### config.mk
export PLATFORM = sky130hd
export DESIGN_NAME = rx_word_align
export DESIGN_NICKNAME = d
export VERILOG_FILES = /design/src/rtl/rx_align_pkg.sv /design/src/rtl/rx_align_shift.sv /design/src/rtl/rx_word_align.sv
export SDC_FILE = /design/constraint.sdc
export NUM_CORES = 1
export LEC_CHECK = 0
export ABC_CLOCK_PERIOD_IN_PS = 3520
export BUFFER_PORTS_ARGS = -buffer_cell sky130_fd_sc_hd__buf_2
export CAP_MARGIN = 20
export CORE_ASPECT_RATIO = 1.4
export CORE_MARGIN = 4
export CORE_UTILIZATION = 53
export CTS_CLUSTER_DIAMETER = 50
export DETAILED_ROUTE_END_ITERATION = 10
export GPL_TIMING_DRIVEN = 0
export PLACE_DENSITY_LB_ADDON = 0.1
export SYNTH_ARGS = -nofsm -noshare
export SYNTH_HDL_FRONTEND = slang
export SYNTH_SLANG_ARGS = --single-unit
### constraint.sdc
create_clock -name clk -period 3.52 [get_ports clk]
set_input_delay 0.352 -clock clk [delete_from_list [all_inputs] [get_ports clk]]
set_output_delay 0.352 -clock clk [all_outputs]
set_load 0.02 [all_outputs]
### src/rtl/rx_align_pkg.sv
// Shared constants and types for the rx word-alignment slice.
// Deserializer depth and word width live here so that every block agrees on them.
package rx_align_pkg;

  localparam int STAGES = 5;
  localparam int WIDTH  = 2 ** STAGES;

  typedef enum logic [1:0] {
    SEARCH,
    VERIFY,
    LOCKED
  } align_state_t;

  typedef logic [WIDTH-1:0] word_t;

  function automatic int max_int(input int a, input int b);
    return (a > b) ? a : b;
  endfunction

  // Number of set bits in a word. STAGES+1 bits are enough to hold WIDTH.
  function automatic logic [STAGES:0] popcount(input word_t w);
    logic [STAGES:0] n;
    n = '0;
    for (int i = 0; i < WIDTH; i++) begin
      n = n + {{STAGES{1'b0}}, w[i]};
    end
    return n;
  endfunction

endpackage

### src/rtl/rx_align_shift.sv
// Bit-slip selector: picks WIDTH consecutive stream bits starting at 'shift'
// from the previous word (earlier bits) followed by the current word.
module rx_align_shift
  import rx_align_pkg::*;
(
  input  logic [WIDTH-1:0]  din,
  input  logic [WIDTH-1:0]  prev,
  input  logic [STAGES-1:0] shift,
  output logic [WIDTH-1:0]  aligned
);

  assign aligned = WIDTH'({din, prev} >> shift);

endmodule

### src/rtl/rx_word_align.sv
// Word-alignment controller: hunts for the training word one bit-slip per word,
// verifies it, then holds lock. Optional error counter enabled by `RX_ALIGN_ERR_CNT_EN.
module rx_word_align
  import rx_align_pkg::*;
#(
  parameter int LOCK_CNT   = 4,
  parameter int UNLOCK_CNT = 2
) (
  input  logic              clk,
  input  logic              rst,
  input  logic              en,
  input  logic              train,
  input  logic [WIDTH-1:0]  din,
  input  logic [WIDTH-1:0]  pattern,
  output logic [WIDTH-1:0]  dout,
  output logic              dout_valid,
  output logic              locked,
  output logic [STAGES-1:0] shift
`ifdef RX_ALIGN_ERR_CNT_EN
  ,
  output logic [15:0]       err_cnt
`endif
);

  localparam int CNT_W = $clog2(max_int(LOCK_CNT, UNLOCK_CNT) + 1);
  localparam logic [CNT_W-1:0] LOCK_LIM   = CNT_W'(LOCK_CNT);
  localparam logic [CNT_W-1:0] UNLOCK_LIM = CNT_W'(UNLOCK_CNT);

  align_state_t      state, state_next;
  logic [STAGES-1:0] shift_next;
  logic [CNT_W-1:0]  match_cnt, match_next, match_inc;
  logic [CNT_W-1:0]  miss_cnt, miss_next, miss_inc;
  logic [WIDTH-1:0]  prev;
  logic [WIDTH-1:0]  aligned;
  logic              hit;

  rx_align_shift u_shift (
    .din     (din),
    .prev    (prev),
    .shift   (shift),
    .aligned (aligned)
  );

  assign hit       = (aligned == pattern);
  assign match_inc = match_cnt + 1'b1;
  assign miss_inc  = miss_cnt + 1'b1;

  // Counters stop at their limits because reaching a limit always changes state.
  always_comb begin
    state_next = state;
    shift_next = shift;
    match_next = match_cnt;
    miss_next  = miss_cnt;
    unique case (state)
      SEARCH: begin
        if (train) begin
          if (hit) begin
            if (LOCK_CNT == 1) begin
              state_next = LOCKED;
              match_next = '0;
            end else begin
              state_next = VERIFY;
              match_next = CNT_W'(1);
            end
          end else begin
            shift_next = shift + 1'b1;
          end
        end
      end
      VERIFY: begin
        if (!train) begin
          state_next = SEARCH;
          match_next = '0;
        end else if (hit) begin
          if (match_inc == LOCK_LIM) begin
            state_next = LOCKED;
            match_next = '0;
          end else begin
            match_next = match_inc;
          end
        end else begin
          state_next = SEARCH;
          shift_next = shift + 1'b1;
          match_next = '0;
        end
      end
      LOCKED: begin
        if (!train || hit) begin
          miss_next = '0;
        end else if (miss_inc == UNLOCK_LIM) begin
          state_next = SEARCH;
          shift_next = shift + 1'b1;
          miss_next  = '0;
        end else begin
          miss_next = miss_inc;
        end
      end
      default: begin
        state_next = SEARCH;
        match_next = '0;
        miss_next  = '0;
      end
    endcase
  end

  always_ff @(posedge clk) begin
    if (rst) begin
      state      <= SEARCH;
      shift      <= '0;
      match_cnt  <= '0;
      miss_cnt   <= '0;
      prev       <= '0;
      dout       <= '0;
      dout_valid <= 1'b0;
      locked     <= 1'b0;
    end else begin
      dout_valid <= en & locked;
      if (en) begin
        state     <= state_next;
        shift     <= shift_next;
        match_cnt <= match_next;
        miss_cnt  <= miss_next;
        prev      <= din;
        dout      <= aligned;
        locked    <= (state_next == LOCKED);
      end
    end
  end

`ifdef RX_ALIGN_ERR_CNT_EN
  logic [16:0] err_sum;

  assign err_sum = {1'b0, err_cnt} + 17'(popcount(aligned ^ pattern));

  always_ff @(posedge clk) begin
    if (rst) begin
      err_cnt <= '0;
    end else if (en && train && (state == LOCKED)) begin
      err_cnt <= err_sum[16] ? 16'hFFFF : err_sum[15:0];
    end
  end
`endif

endmodule

==> Yosys cells after proc, flatten, opt, wreduce, memory -nomap -nowiden <==
Cells that the tools add are included.
{ "op_classes": {"addsub": 3, "n_eq_ne": 12, "n_shift": 1, "mux": 22, "bitwise": 3, "n_reduce_logical": 8} }
{ "op_table": {"columns": ["operator", "n"], "rows": [
  [">> shifter 64 x 5 -> 32 bit", 1],
  ["== test 32 bit", 1],
  ["two-way mux 3 bit", 7],
  ["two-way mux 5 bit", 4],
  ["two-way mux 2 bit", 7],
  ["!= test 2 bit (second input constant)", 5],
  ["one-hot mux 5 bit (2 select lines)", 1],
  ["one-hot mux 3 bit (3 select lines)", 1],
  ["adder 3 x 1 -> 3 bit (second input constant)", 2],
  ["one-hot mux 2 bit (3 select lines)", 1],
  ["one-hot mux 3 bit (2 select lines)", 1],
  ["AND reduction 6 bit", 1],
  ["adder 5 x 1 -> 5 bit (second input constant)", 1],
  ["== test 2 bit (second input constant)", 2],
  ["AND reduction 4 bit", 1],
  ["== test 3 x 2 -> 1 bit (second input constant)", 1],
  ["== test 3 bit (second input constant)", 1],
  ["== test 2 x 1 -> 1 bit (second input constant)", 1],
  ["logical NOT 2 bit", 1],
  ["!= test 2 x 1 -> 1 bit (second input constant)", 1],
  ["inverter 1 bit", 2],
  ["AND reduction 2 bit", 1],
  ["nonzero test 2 bit", 1],
  ["OR reduction 2 bit", 1],
  ["other kinds (3)", 3]
]} }
{ "totals": {"reg_bits": 79, "input_bits": 68, "word_cells": 57} }

==> Logic depth before layout (Yosys ltp) <==
Gate-level depths: netlist of run 1.
{ "logic_depth": {"word_depth": 7, "mapped_depth": 14, "ltp_nobuf": 10} }

==> Cells and area by module <==
From an unflattened synthesis of run 1, not the netlist that was laid out.
{ "unflattened": {"hier_cells": 697, "hier_area_um2": 6640.1} }
{ "by_module_without_submodules": {"columns": ["mod", "n_inst", "cells_each", "area_each_um2", "seq_area_each_um2"], "rows": [
  ["rx_word_align", 1, 338, 3378.2, 1581.5],
  ["rx_align_shift", 1, 359, 3261.9, 0.0]
]} }

==> Least setup slack after synthesis of run 1 <==
OpenSTA, ideal clock, no wires.
{ "synth_path": {"path_type": "register to register", "from": "register shift[1]", "to": "register locked", "setup_time_ns": 0.069, "t_arrival_ns": 3.538, "required_ns": 3.451, "path_slack_ns": -0.087, "path_stages_with_launch": 15, "synth_period_minus_slack_ns": 3.607, "path_cell_list": "dfxtp_1 buf_6 buf_6 buf_6 buf_2 mux4_2 nand3_1 o21ai_0 a211oi_2 xnor2_1 nor4_2 nand4_1 or4_4 o41a_1 o21ai_1"} }
{ "synth_via": {"elab_chain_len": 6, "word_cells_on_any_way": 10, "cone_classes": "eq/ne: 2; shift: 1; mux: 6; reduce/logical: 1"} }
{ "synth_rtl": {"columns": ["item", "line", "source"], "rows": [
  ["start: declaration", "rx_word_align.sv:18", "output logic [STAGES-1:0] shift"],
  ["start signal: assignment", "rx_word_align.sv:120", "shift <= shift_next;"],
  [">> shifter 64 x 5 -> 32 bit *", "rx_align_shift.sv:12", "assign aligned = WIDTH'({din, prev} >> shift);"],
  ["== test 32 bit *", "rx_word_align.sv:44", "assign hit = (aligned == pattern);"],
  ["two-way mux 2 bit, or another cell as far along", "rx_word_align.sv:74", "end else if (hit) begin"],
  ["two-way mux 2 bit (on tied branches)", "rx_word_align.sv:71, rx_word_align.sv:56, rx_word_align.sv:88", null],
  ["one-hot mux 2 bit (3 select lines) *", "rx_word_align.sv:54", "unique case (state)"],
  ["== test 2 bit *", "rx_word_align.sv:125", "locked <= (state_next == LOCKED);"],
  ["end signal: assignment", "rx_word_align.sv:125", null],
  ["end: declaration", "rx_word_align.sv:17", "output logic locked,"]
]} }
Mark *: on every way between the ends. The rest lies on a longest branch, timed or not.
A chain may end at the register's enable or synchronous reset.

==> Worst setup path after layout of run 1 <==
{ "layout_path": {"from": "register shift[1]", "to": "register state[1]"} }
{ "layout_via": {"elab_chain_len": 5, "word_cells_on_any_way": 9, "cone_classes": "eq/ne: 1; shift: 1; mux: 6; reduce/logical: 1"} }
{ "layout_rtl": {"columns": ["item", "line", "source"], "rows": [
  [">> shifter 64 x 5 -> 32 bit *", "rx_align_shift.sv:12", null],
  ["== test 32 bit *", "rx_word_align.sv:44", null],
  ["two-way mux 2 bit, or another cell as far along", "rx_word_align.sv:74", null],
  ["two-way mux 2 bit (on tied branches)", "rx_word_align.sv:71, rx_word_align.sv:56, rx_word_align.sv:88", null],
  ["one-hot mux 2 bit (3 select lines) *", "rx_word_align.sv:54", null],
  ["end signal: assignment", "rx_word_align.sv:119", "state <= state_next;"],
  ["end: declaration", "rx_word_align.sv:29", "align_state_t state, state_next;"]
]} }
Marks and branches as above.

==> impl_results.md, run 1 <==
- Final Core Density: 70.9%
- Mapped Nets: 858
- First-pass GRT wire length: 49600 µm
- Asr flop ratio synth: 0%
- Seq/Total Area, Yosys: 22.0%
- Row count: 50
- Vias in the first global route: 7935
- Leakage: 3.59 nW
- Arr. time, crit path: between 4000 and 5000 ps
- Post-DP HPWL: 25900 µm
- Area contributors post-synth: dfxtp_1 (22%), mux4_2 (18%), mux2i_1 (15%), nor2_1 (5.8%), nand2_1 (3.3%)
- Max incr delay on CP: 580 ps
- Ports: between 100 and 150
- H-tree depth: 3
- Top cells by count, synth: nor2_1 (110), mux2i_1 (106), dfxtp_1 (79)
- Clk root buf: clkbuf_16
- Post-CTS Hold Buffers: 0
- Num CTS Buffers: 9
- Endpoints failing hold: 0
- CTS tree: yes
- Worst-skew pair later-pin latency: between 300 and 400 ps
- Worst-path clk slew: around 70 ps
- Core Box Area: ~13000 µm²
- Slew headroom: 30.4%
- Slowest-stage cell, CP: mux4_2
- Cell breakdown of the critical path: buf_12, mux4_2, mux4_2, a211oi_4, xnor2_2, nor4_4, nand4_1, or4_4, o41a_1, o21ai_1
- DRC Markers: 0
- PwrDens: between 300 and 400 nW/µm²
- Die Wd: 106 µm
- Starting Density: 53.9%
- Worst Hold Class: input pin to flop
- Warnings, synthesis: 0
- Share of cells above drive strength 1: 38.9%
- Period utilization: 112%
- Cell mode on critical path: mux4_2
- Worst slew pin tran: 1040 ps
- Cell count after synthesis: 784
- Area of the mapped netlist: 7180 µm²
- Setup violators final: 14
- Crit. End Element: flop
- Nets: 1020
- Wirelength, routed: 35100 µm
- Min Tclk post-route: 3940 ps
- Crit Path Max Fanout: 6
- CP required: 3800 ps
- Post-Route Skew: between 15 and 20 ps
- Routed Antenna Nets: 0
- Outcome: complete, but fails checks
- Yosys top cell by area: dfxtp_1
- Fmax: 0.254 GHz
- Antenna fix cells: 0
- Failing checks: setup timing
- PnR worst setup slack: -417 ps
- Slew Viols, Final: 0
- Initial antenna violation count: 0
- Die area: 15500 µm²
- Startpoint Class: flop
- Total power: 3.09 mW
- Flops & latches, synth: 79
- Crit Path Class: flop to flop
- CTS sink count: 79
- Grt ovf: 0
- Cell with the most instances after synthesis: nor2_1
- Placer Congestion: around 1.1
- Post-synth top area share: 22.0%
- Cell variety after synth: 66
- Port bufs: roughly 100
- Vias after detailed routing: 8225
- Number of synthesized flops with an enable pin: 0
- Die height: around 150 µm
- Largest net degree at the start of global routing: 15
- RSZ-0062 raised after global routing: true
- Max-Cap Viols: 0
- Total Routing Usage GR: 42.5%
- Via density: 7.26
- Average size of a mapped cell: 9.16 µm²
- P&R area growth vs syn: 31.6%
- Top_reg_cell synth: dfxtp_1
- Max IR drop VDD: 0.258 mV
- Drt initial violations: 1133
- Pre-antenna DRT Iters: 6
- Drt wl/cell: between 30 and 40 µm
- Clock Path Buffers: 2
-- cell families (layout without fill, tap and decap cells) --
kind of cell               count (synthesis)  count (layout)  share of synthesized area [%]
AOI/OAI and AO/OA                        144             144                           14.7
xor gates and xnor gates                  32              32                           3.90
adders and majority gates                  6               6                           1.05
buffers and inverters                     74             241                           4.98
DFF                                       79              79                           22.0
muxes                                    192             192                           37.1
and+or+nand+nor                          257             257                           16.3
-- cell type report --
cell class / instances / area [µm²]
buffer: 64 / 487
tap: 182 / 228
fill: 996 / 3880
clock buffer: 10 / 239
inverter: 10 / 37.5
clock inverter: 6 / 116
multi-input combinational: 631 / 5770
sequential: 79 / 1590
timing repair buffer: 151 / 985
-- worst max-delay path, delay by kind of cell (launching register included) --
family	cells	cell delay [ps]
muxes	2	1160
buffers and inverters	1	160
xor gates and xnor gates	1	130
and+or+nand+nor	3	1100
AOI/OAI and AO/OA	3	850
DFF	1	440
-- routing by layer --
layer / share of wire, % / track usage (%)
met1: 33 / 49.0
met2: 46 / 69.0
met3: 11 / 9.54
met4: 10 / 30.3
met5: 0 / 0
-- power by group --
group / total [mW] / switching (mW) / internal (mW) / leakage (nW)
Clock: 1.14 / 0.420 / 0.718 / 0.173
Sequential: 0.995 / 0.0562 / 0.939 / 0.651
Combinational: 0.960 / 0.551 / 0.409 / 2.76
-- state kept, by name, indices dropped and copies added, names as in the netlist --
register    cells
locked          1
dout_valid      1
dout           32
prev           32
shift           5
state           2
miss_cnt        3
match_cnt       3
-- worst paths after layout --
check,start,slack (ps),end,cells past startpoint
max,shift[1]$_SDFFE_PP0P_,-420,state[1]$_SDFFE_PP0P_,10
min,din[31],250,prev[31]$_SDFFE_PP0P_,3
max reg2reg,shift[1]$_SDFFE_PP0P_,-420,state[1]$_SDFFE_PP0P_,10
min reg2reg,locked$_SDFFE_PP0P_,470,dout_valid$_SDFF_PP0_,2
-- per-stage QoR --
stage	std cells	TNS, ps	cell area, µm²	hold WS (ps)	setup slack, ps
after floorplan	784	0	7180	443	14.5
after global placement	1070	-17680	7930	441	-1420
after detailed placement	1070	-18850	7930	453	-1500
after CTS	1104	-2700	8820	242	-290
after global routing	1133	-5530	9450	293	-461
final	1133	-4650	9450	247	-417
-- what timing repair did --
item,in CTS,in global routing
setup endpoints to repair,14,14
endpoints found under the hold margin,0,0
resized for setup,93,71
pin swaps,16,21
gates cloned,0,5
buffers inserted,18,24
-- cell usage in the layout (no fill, tap or decap), types with 14 or more instances in the layout --
master,count
xnor2_1,18
o22ai_1,15
nand3_1,14
mux2i_2,14
clkbuf_16,14
mux4_2,56
buf_2,106
nand2_1,60
mux2i_1,80
dfxtp_1,76
buf_4,48
mux2_2,17
clkbuf_1,23
nor2_1,106
a211oi_1,17
Power figures use the tool's default switching activity.
==> inputs of run 2 (changes only) <==
Settings changed: CELL_PAD_IN_SITES_DETAIL_PLACEMENT from default to 1, CELL_PAD_IN_SITES_GLOBAL_PLACEMENT from default to 2, CORE_UTILIZATION 53 to 33.
==> run 2 against run 1 <==
Effect of this change:
- the flow still finishes with violations (setup timing)
- critical endpoint unchanged
- clock-buffer cell count is 1 higher
- largest cell class unchanged
- cell area down 1.7%
- critical path type unchanged
- non-clock buffer count down 18
- sequential power barely moved
- sequential share of layout area rose by 0.29 points
==> impl_results.md, run 2 (same netlist as run 1, synthesis figures left out) <==
- Arr. time, crit path: 4170 ps
- DRC Markers: 0
- PwrDens: about 310 nW/µm²
- Leakage: 3.44 nW
- Crit Path Class: flop to flop
- RSZ-0062 raised after global routing: true
- Max IR drop VDD: 0.219 mV
- Post-DP HPWL: 29700 µm
- Die height: about 180 µm
- Pre-antenna DRT Iters: 4
- Share of cells above drive strength 1: 37.9%
- Cell breakdown of the critical path: clkbuf_16, buf_4, mux4_2, mux2_2, nand2_1, o21ai_1, nor3_2, xnor2_1, or4_4, or4_4, o41a_1, o21ai_1
- First-pass GRT wire length: ~54000 µm
- CTS tree: yes
- Max incr delay on CP: 620 ps
- Placed Area: 8030 µm²
- Fin area: between 9000 and 10000 µm²
- Slowest-stage cell, CP: or4_4
- Starting Density: between 30% and 40%
- PnR worst setup slack: -371 ps
- P&R area growth vs syn: 29.4%
- Num CTS Buffers: 9
- Wirelength, routed: between 30000 and 40000 µm
- Origin of the worst setup path: shift[1]$_SDFFE_PP0P_
- Drt initial violations: 538
- Top Registers: dout: 32 flops, prev: 32 flops, shift: 5 flops
- Endpoints failing hold: 0
- CTS sink count: 79
- Filler Cell Count: 2418
- Clock Path Buffers: 2
- Slew Viols, Final: 0
- Worst-path clk slew: 60 ps
- Crit. End Element: flop
- Post-Route Skew: 12.0 ps
- Crit Path Max Fanout: 5
- Ports: 107
- Port bufs: 104
- Largest net degree at the start of global routing: 14
- Fmax: ~0.26 GHz
- Worst Hold Depth: 3
- Outcome: complete, but fails checks
- Hold Path Origin: din[31]
- Worst-skew pair later-pin latency: 360 ps
- Worst Hold Class: input pin to flop
- R2R Path Start: shift[1]$_SDFFE_PP0P_
- Routed Antenna Nets: 0
- Failing checks: setup timing
- Grt ovf: 0
- Total Routing Usage GR: roughly 30%
- Post-CTS Hold Buffers: 0
- Antenna fix cells: 0
- Clk root buf: clkbuf_16
- Hold_ws: 236 ps
- Register-to-Register Path Depth: 12
- Worst slew pin tran: 993 ps
- Slew headroom: 33.8%
- Startpoint Class: flop
- Min Tclk post-route: 3890 ps
- Placer Congestion: 1.02
- Initial antenna violation count: 0
- Most common cell after layout, fill and taps aside: buf_2
- Vias after detailed routing: 7535
- Vias in the first global route: 8045
- Setup violators final: 14
- Most frequent cells in the layout: buf_2 (107), nor2_1 (106), mux2i_1 (79)
- Core Box Area: 21300 µm²
- Drt wl/cell: roughly 31 µm
- Via density: 6.32
- Period utilization: 111%
- Nets: 1002
- Die area: around 24000 µm²
- Die Wd: 133 µm
- H-tree depth: 3
- Max-Cap Viols: 0
- Row count: 63
- CP required: 3800 ps
run 2: cell types whose count changed in the layout (fill, tap and decap cells not counted), moves of 3 or more:
| cell | change |
|---|---|
| buf_4 | -18 |
| clkbuf_16 | -4 |
| mux2i_2 | +4 |
| mux2_4 | -3 |
| mux2i_4 | -3 |
run 2: layout make-up:
class                   count  area (µm²)  area share, %
plain buffers              64         484           5.21
clock buffers              11         233           2.51
clock inverters             5        58.8          0.633
inverters                  10        37.5          0.404
multi-input cells         631        5750           61.9
flip-flops and latches     79        1590           17.1
well taps                 260         325           3.50
repair buffers            133         812           8.74
run 2: final timing paths:
| path | end | slack (ps) |
|---|---|---|
| max reg2reg | state[1]$_SDFFE_PP0P_ | -370 |
| min reg2reg | dout_valid$_SDFF_PP0_ | 480 |
| max | state[1]$_SDFFE_PP0P_ | -370 |
| min | prev[31]$_SDFFE_PP0P_ | 240 |
run 2: power breakdown:
group | leakage (nW) | internal, mW | total (mW) | switching, mW
registers | 0.651 | 0.939 | 0.996 | 0.0565
clock network | 0.136 | 0.551 | 0.964 | 0.414
logic | 2.65 | 0.392 | 0.933 | 0.541
run 2: what timing repair did:
item,in CTS,in global routing
gates cloned,1,1
endpoints found under the setup margin,14,14
buffers inserted,20,7
gates resized for setup,121,40
pin swaps,21,14
run 2: critical path, delay by kind of cell, from the launching register on:
kind / cells / cell delay (ps)
AOI/OAI and AO/OA: 3 / 600
DFF: 1 / 430
and+or+nand+nor: 4 / 1510
muxes: 2 / 870
buffers and inverters: 2 / 300
xor gates and xnor gates: 1 / 100
run 2: through the flow:
stage	total power [mW]	setup WS [ps]	std cells	util [%]	TNS, ps
6_report	2.89	-371	1193	43.6	-3810
2_1_floorplan	1.49	14.5	784	-	0
5_1_grt	3.01	-460	1193	43.6	-5410
3_3_place_gp	1.81	-1430	1148	37.7	-17670
3_5_place_dp	1.81	-1470	1148	37.7	-18280
4_1_cts	2.87	-350	1185	42.5	-3570
run 2: routing by layer:
metal | track usage, % | vias up | part of all wire [%]
met2 | 53.7 | 374 | 50
met4 | 18.1 | 0 | 7.1
li1 | - | 3265 | -
met5 | 0 | - | 0
met1 | 34.1 | 3776 | 38
met3 | 5.21 | 120 | 5.0
